### config.mk
export PLATFORM = sky130hd
export DESIGN_NAME = hn_data_ctrl
export DESIGN_NICKNAME = d
export VERILOG_FILES = /design/src/rtl/hn_data_ctrl.sv
export SDC_FILE = /design/constraint.sdc
export NUM_CORES = 1
export LEC_CHECK = 0
export BUFFER_PORTS_ARGS = -buffer_cell sky130_fd_sc_hd__buf_2
export CAP_MARGIN = 5
export CORE_ASPECT_RATIO = 0.8
export CORE_UTILIZATION = 35
export DETAILED_ROUTE_END_ITERATION = 10
export SYNTH_ARGS = -nofsm -noshare
export SYNTH_HDL_FRONTEND = slang
export SYNTH_SLANG_ARGS = --single-unit
### constraint.sdc
create_clock -name clk -period 2.4 [get_ports clk]
set_clock_uncertainty 0.05 [all_clocks]
set_input_delay 0.48 -clock clk [delete_from_list [all_inputs] [get_ports clk]]
set_output_delay 0.48 -clock clk [all_outputs]
set_load 0.05 [all_outputs]
### src/rtl/hn_data_ctrl.sv
// Load/play sequencer for the Hn data buffer: writes a frame of host nibbles into
// the RAM write port, then replays it bit by bit as a paced serial stream.
module hn_data_ctrl #(
    parameter int NIB_NUM = 256,
    parameter int BIT_NUM = 1024,
    parameter int BIT_CYC = 4
) (
    input  logic       clk,
    input  logic       rstn,
    input  logic       cfg_clr,
    input  logic       din_valid,
    input  logic [3:0] din,
    output logic       din_ready,
    output logic       load_done,
    input  logic       play_start,
    output logic       play_busy,
    output logic       play_done,
    output logic       ram_wren,
    output logic [9:0] ram_wraddress,
    output logic [3:0] ram_wdata,
    output logic       ram_rden,
    output logic [9:0] ram_rdaddress,
    input  logic       ram_q,
    output logic       ser_data,
    output logic       ser_stb,
    output logic       ser_last
);

    // state    | meaning
    // S_IDLE   | empty buffer, waiting for the first nibble
    // S_LOAD   | frame partially written
    // S_LOADED | frame complete, waiting for play_start
    // S_PLAY   | reading and serialising the frame
    // S_DONE   | one-clock play_done, then back to S_LOADED
    typedef enum logic [2:0] {S_IDLE, S_LOAD, S_LOADED, S_PLAY, S_DONE} state_t;

    localparam int CW = $clog2(BIT_CYC);
    localparam int TW = $clog2(BIT_CYC + 1);
    localparam logic [8:0]    NIB_LAST  = 9'(NIB_NUM - 1);
    localparam logic [10:0]   BIT_LAST  = 11'(BIT_NUM - 1);
    localparam logic [10:0]   BIT_END   = 11'(BIT_NUM);
    localparam logic [CW-1:0] CNT_LAST  = CW'(BIT_CYC - 1);
    localparam logic [TW-1:0] TAIL_INIT = TW'(BIT_CYC - 1);

    state_t        state_q, state_d;
    logic [8:0]    wr_ptr_q, wr_ptr_d;
    logic [10:0]   rd_ptr_q, rd_ptr_d;
    logic [CW-1:0] cnt_q, cnt_d;
    logic [TW-1:0] tail_q, tail_d;
    logic          q_vld_q, q_vld_d;
    logic          q_last_q, q_last_d;
    logic          din_ready_q, din_ready_d;
    logic          load_done_q, load_done_d;
    logic          play_busy_q, play_busy_d;
    logic          play_done_q, play_done_d;
    logic          ram_wren_q, ram_wren_d;
    logic [9:0]    ram_wraddress_q, ram_wraddress_d;
    logic [3:0]    ram_wdata_q, ram_wdata_d;
    logic          ram_rden_q, ram_rden_d;
    logic [9:0]    ram_rdaddress_q, ram_rdaddress_d;
    logic          ser_data_q, ser_data_d;
    logic          ser_stb_q, ser_stb_d;
    logic          ser_last_q, ser_last_d;

    logic accept, wr_last;

    assign accept  = din_valid & din_ready_q;
    assign wr_last = accept & (wr_ptr_q == NIB_LAST);

    always_ff @(posedge clk or negedge rstn) begin
        if (!rstn) state_q <= S_IDLE;
        else       state_q <= state_d;
    end

    always_comb begin
        state_d = state_q;
        if (cfg_clr) begin
            state_d = S_IDLE;
        end else begin
            case (state_q)
                S_IDLE:   if (accept) state_d = wr_last ? S_LOADED : S_LOAD;
                S_LOAD:   if (wr_last) state_d = S_LOADED;
                S_LOADED: if (play_start) state_d = S_PLAY;
                S_PLAY:   if (tail_q == TW'(1)) state_d = S_DONE;
                S_DONE:   state_d = S_LOADED;
                default:  state_d = S_IDLE;
            endcase
        end
    end

    // Pointers, bit pacing and the read pipeline. The tail counter times the last
    // serial bit out, since the read side finishes two clocks ahead of ser_stb.
    always_comb begin
        wr_ptr_d = wr_ptr_q;
        rd_ptr_d = rd_ptr_q;
        cnt_d    = cnt_q;
        tail_d   = '0;
        q_vld_d  = ram_rden_q & ~cfg_clr;
        q_last_d = ram_rden_q & (ram_rdaddress_q == BIT_LAST[9:0]) & ~cfg_clr;
        if (cfg_clr) begin
            wr_ptr_d = '0;
            rd_ptr_d = '0;
            cnt_d    = '0;
        end else begin
            if (accept) wr_ptr_d = wr_ptr_q + 9'd1;
            if (state_q == S_LOADED && play_start) begin
                rd_ptr_d = '0;
                cnt_d    = '0;
            end else if (state_q == S_PLAY) begin
                if (cnt_q == CNT_LAST) begin
                    cnt_d = '0;
                    if (rd_ptr_q != BIT_END) rd_ptr_d = rd_ptr_q + 11'd1;
                end else begin
                    cnt_d = cnt_q + CW'(1);
                end
                if (ser_stb_q && ser_last_q) tail_d = TAIL_INIT;
                else if (tail_q != '0)       tail_d = tail_q - TW'(1);
            end
        end
    end

    always_comb begin
        din_ready_d     = (state_d == S_IDLE) || (state_d == S_LOAD);
        load_done_d     = (state_d == S_LOADED) || (state_d == S_PLAY) || (state_d == S_DONE);
        play_busy_d     = (state_d == S_PLAY);
        play_done_d     = (state_d == S_DONE);
        ram_wren_d      = accept & ~cfg_clr;
        ram_wraddress_d = ram_wraddress_q;
        ram_wdata_d     = ram_wdata_q;
        if (accept && !cfg_clr) begin
            ram_wraddress_d = {2'b00, wr_ptr_q[7:0]};
            ram_wdata_d     = din;
        end
        ram_rden_d      = ~cfg_clr && (state_q == S_PLAY) && (cnt_q == '0) && (rd_ptr_q != BIT_END);
        ram_rdaddress_d = ram_rden_d ? rd_ptr_q[9:0] : ram_rdaddress_q;
        ser_stb_d       = q_vld_q & ~cfg_clr;
        ser_last_d      = q_last_q & ~cfg_clr;
        if (cfg_clr || state_d != S_PLAY) ser_data_d = 1'b0;
        else if (q_vld_q)                 ser_data_d = ram_q;
        else                              ser_data_d = ser_data_q;
    end

    always_ff @(posedge clk or negedge rstn) begin
        if (!rstn) begin
            wr_ptr_q        <= '0;
            rd_ptr_q        <= '0;
            cnt_q           <= '0;
            tail_q          <= '0;
            q_vld_q         <= 1'b0;
            q_last_q        <= 1'b0;
            din_ready_q     <= 1'b1;
            load_done_q     <= 1'b0;
            play_busy_q     <= 1'b0;
            play_done_q     <= 1'b0;
            ram_wren_q      <= 1'b0;
            ram_wraddress_q <= '0;
            ram_wdata_q     <= '0;
            ram_rden_q      <= 1'b0;
            ram_rdaddress_q <= '0;
            ser_data_q      <= 1'b0;
            ser_stb_q       <= 1'b0;
            ser_last_q      <= 1'b0;
        end else begin
            wr_ptr_q        <= wr_ptr_d;
            rd_ptr_q        <= rd_ptr_d;
            cnt_q           <= cnt_d;
            tail_q          <= tail_d;
            q_vld_q         <= q_vld_d;
            q_last_q        <= q_last_d;
            din_ready_q     <= din_ready_d;
            load_done_q     <= load_done_d;
            play_busy_q     <= play_busy_d;
            play_done_q     <= play_done_d;
            ram_wren_q      <= ram_wren_d;
            ram_wraddress_q <= ram_wraddress_d;
            ram_wdata_q     <= ram_wdata_d;
            ram_rden_q      <= ram_rden_d;
            ram_rdaddress_q <= ram_rdaddress_d;
            ser_data_q      <= ser_data_d;
            ser_stb_q       <= ser_stb_d;
            ser_last_q      <= ser_last_d;
        end
    end

    assign din_ready     = din_ready_q;
    assign load_done     = load_done_q;
    assign play_busy     = play_busy_q;
    assign play_done     = play_done_q;
    assign ram_wren      = ram_wren_q;
    assign ram_wraddress = ram_wraddress_q;
    assign ram_wdata     = ram_wdata_q;
    assign ram_rden      = ram_rden_q;
    assign ram_rdaddress = ram_rdaddress_q;
    assign ser_data      = ser_data_q;
    assign ser_stb       = ser_stb_q;
    assign ser_last      = ser_last_q;

endmodule

==> impl_metrics.sql <==
INSERT INTO impl_metrics (metric_group, metric, value, unit) VALUES
('floorplan', 'die_outline_width', '102', 'µm'),
('synthesis', 'synth_cell_type_count', '49', ''),
('worst_setup_path', 'worstRegToRegCells', '4', ''),
('synthesis', 'yosys.cell_count.top_type', 'dfrtp_1', ''),
('synthesis', 'asyncSetResetFlopFracSynth', '100', '%'),
('grt', 'initial_antenna_violation_count', '0', ''),
('synthesis', 'synthesis.area_per_instance', '10.9', 'µm²'),
('placement', 'dp.final_hpwl', '3980', 'µm'),
('sta', 'total_negative_setup_slacks', '0', 'ps'),
('layout', 'finalInstanceArea', '0.00335', 'mm²'),
('synthesis', 'synth_seq_cells', '61', ''),
('synthesis', 'yosys.area.top_type_share', '53.9', '%'),
('worst_setup_path', 'crit-reg2reg-launch', 'rd_ptr_q[7]', ''),
('sta', 'timing.final.hold_violations', '0', ''),
('worst_setup_path', 'maximum_single_stage_delay_on_the_critical_path', '450', 'ps'),
('synthesis', 'syn-instance-count', '255', ''),
('route', 'postRouteAntennaNets', '0', ''),
('floorplan', 'placement_rows', '28', ''),
('grt', 'gr-usage-all-layers', '14.9', '%'),
('cts', 'cts_sinks', '61', ''),
('sta', 'min_period_over_period', '82.5', '%'),
('floorplan', 'die_height', '81.8', 'µm'),
('cts', 'cts-hold-fix-buffers', '0', ''),
('sta', 'rsz_0062_raised_after_global_routing', 'false', ''),
('power_and_ir_drop', 'p_leak', '1.66', 'nW'),
('placement', 'place.gp.congestion', '0.793', ''),
('worst_setup_path', 'r2r_slack', '420', 'ps'),
('cts', 'path_clk_slew', '70', 'ps'),
('layout', 'insertedDiodeCount', '0', ''),
('sta', 'finalMaxSlewViolations', '0', ''),
('grt', 'vias_in_the_first_global_route', '1871', ''),
('synthesis', 'yosys-top-cells-area', 'dfrtp_1 (54%), nand2_1 (4.0%), mux2_1 (3.6%)', ''),
('route', 'drt_first_pass_iters', '4', ''),
('synthesis', 'mappedNetlistArea', '0.00278', 'mm²'),
('worst_hold_path', 'hold_wc_path_type', 'in2async', ''),
('worst_setup_path', 'timing.critical_path.buf_inv', '0', ''),
('floorplan', 'ioPinCount', '43', ''),
('worst_setup_path', 'critical_path_depth', '4', ''),
('route', 'via_count_of_the_routed_design', '2027', ''),
('worst_setup_path', 'worst_path_dominant_cell_family', 'simple AND/OR/NAND/NOR gates', ''),
('worst_setup_path', 'critical_path_rt', '2560', 'ps'),
('layout', 'syn_to_final_growth', '20.4', '%'),
('worst_setup_path', 'criticalPathCategory', 'reg2reg', ''),
('cts', 'clock_tree.root_cell', 'clkbuf_8', ''),
('worst_setup_path', 'slowest_stage', 'dfrtp_1', ''),
('sta', 'max-slew-margin-rel', '60.7', '%'),
('synthesis', 'post-synth-top-area-cell', 'dfrtp_1', ''),
('route', 'postRouteWirelength', '5620', 'µm'),
('grt', 'globalRoute.totalOverflow', '0', ''),
('cts', 'cts_buffer_depth', '2', ''),
('cts', 'worst_skew_pair.late_latency', '330', 'ps'),
('worst_setup_path', 'critPathCaptureType', 'flip-flop', ''),
('sta', 'report.final.setup_viol', '0', ''),
('route', 'vias_per_cell', '4.92', ''),
('layout', 'nets', '320', ''),
('placement', 'placed_cell_area', '0.00309', 'mm²'),
('cts', 'postCtsSetupBuffers', '0', ''),
('synthesis', 'synth_enable_flop_cells', '0', ''),
('sta', 'slew_at_the_pin_closest_to_its_max_slew_limit', '589', 'ps'),
('synthesis', 'synthTopCellsByCount', 'dfrtp_1 (60), nand2_1 (30), nor2_1 (18)', ''),
('run_status', 'status', 'complete, no violations', ''),
('floorplan', 'dieArea', '0.00832', 'mm²'),
('floorplan', 'core_area', '0.00753', 'mm²'),
('cts', 'cts_tree', 'done', ''),
('layout', 'final_layout_size_suffix_gt1_share', '24.8', '%'),
('synthesis', 'synth_warnings', '0', ''),
('worst_setup_path', 'worstReg2RegEnd', 'ram_rdaddress[0]', ''),
('sta', 'post-route-min-period', '1980', 'ps'),
('synthesis', 'synth-main-ff-cell', 'dfrtp_1', ''),
('cts', 'cts-htree-levels', '3', ''),
('placement', 'count_of_port_buffers_added_during_placement', '40', '');
==> cells in the final DEF, fill, tap and decap left out, types with 5 or more instances in the layout <==
master / synthesis / layout
dfrtp_1: 60 / 60
nand4_1: 13 / 13
buf_4: 3 / 6
nand2_1: 30 / 30
o21ai_0: 7 / 7
or3_1: 5 / 5
mux2_2: 8 / 8
nand3_1: 7 / 7
clkbuf_8: 0 / 12
and3_1: 6 / 6
nor3_1: 6 / 6
mux2_1: 9 / 9
buf_2: 3 / 40
nor2_1: 18 / 18
a21oi_1: 11 / 11
ha_1: 8 / 8
xnor2_1: 6 / 6
inv_1: 11 / 11
==> how the worst max path moves through the flow <==
stage | end | startpoint
floorplan | ram_wraddress[3] | din_ready
global placement | ram_rdaddress[3] | cfg_clr
detailed placement | ram_rdaddress[2] | cfg_clr
CTS | ram_rdaddress[0] | rd_ptr_q[7]
global route | ram_rdaddress[0] | rd_ptr_q[7]
finish | ram_rdaddress[0] | rd_ptr_q[7]
==> worst register-to-register path, stage by stage (launching register included) <==
cell     delay (ps)
dfrtp_1         450
nor4_2          390
nand4_1         170
nand3_1         400
mux2_2          400
==> routing by layer <==
layer  wire length [µm]  up-vias  track usage [%]
met5                  0        -                0
met3                316        9             5.79
met2               2380       56             21.3
li1                   -      982                -
met4                 60        0             4.78
met1               2860      980             20.8
==> state kept, by name, summed over array words and instances (netlist names) <==
name	count
play_busy	1
ram_rden	1
play_done	1
ser_last	1
tail_q	3
ram_wdata	4
ram_rdaddress	10
ram_wraddress	8
load_done	1
cnt_q	2
din_ready	1
rd_ptr_q	11
q_vld_q	1
ser_data	1
ser_stb	1
wr_ptr_q	9
ram_wren	1
q_last_q	1
state_q	3
==> cell type report <==
cell class              instances  area (µm²)
multi-input cells             173        1150
repair buffers                 46         245
clock inverters                 3        90.1
inverters                      11        41.3
well taps                     105         131
fillers                       743        4180
clock buffers                  13         169
flip-flops and latches         61        1530
==> power breakdown <==
group / switching [mW] / internal [mW] / total (mW)
clock: 0.383 / 0.776 / 1.16
combinational: 0.121 / 0.0394 / 0.160
sequential: 0.0135 / 1.05 / 1.06
==> logic make-up after synthesis <==
kind of cell,synth area share (%)
adder cells (fa/ha/maj),3.60
AND/OR/NAND/NOR,20.9
multiplexers,7.24
other,0.135
XOR/XNOR,2.83
AO/OA/AOI/OAI,6.38
flip-flops,54.9
buffers and inverters,4.04
==> metrics by stage <==
step	std cells	utilization, %	hold slack, ps	worst slack (ps)	power (mW)
final	412	44.5	90.2	421	2.38
after global routing	412	44.5	120	278	2.47
after CTS	412	44.5	95.2	378	2.41
after detailed placement	396	41.1	401	402	1.24
after global placement	396	41.1	400	415	1.24
after floorplan	256	-	134	644	1.19
(Power assumes the default switching activity.)
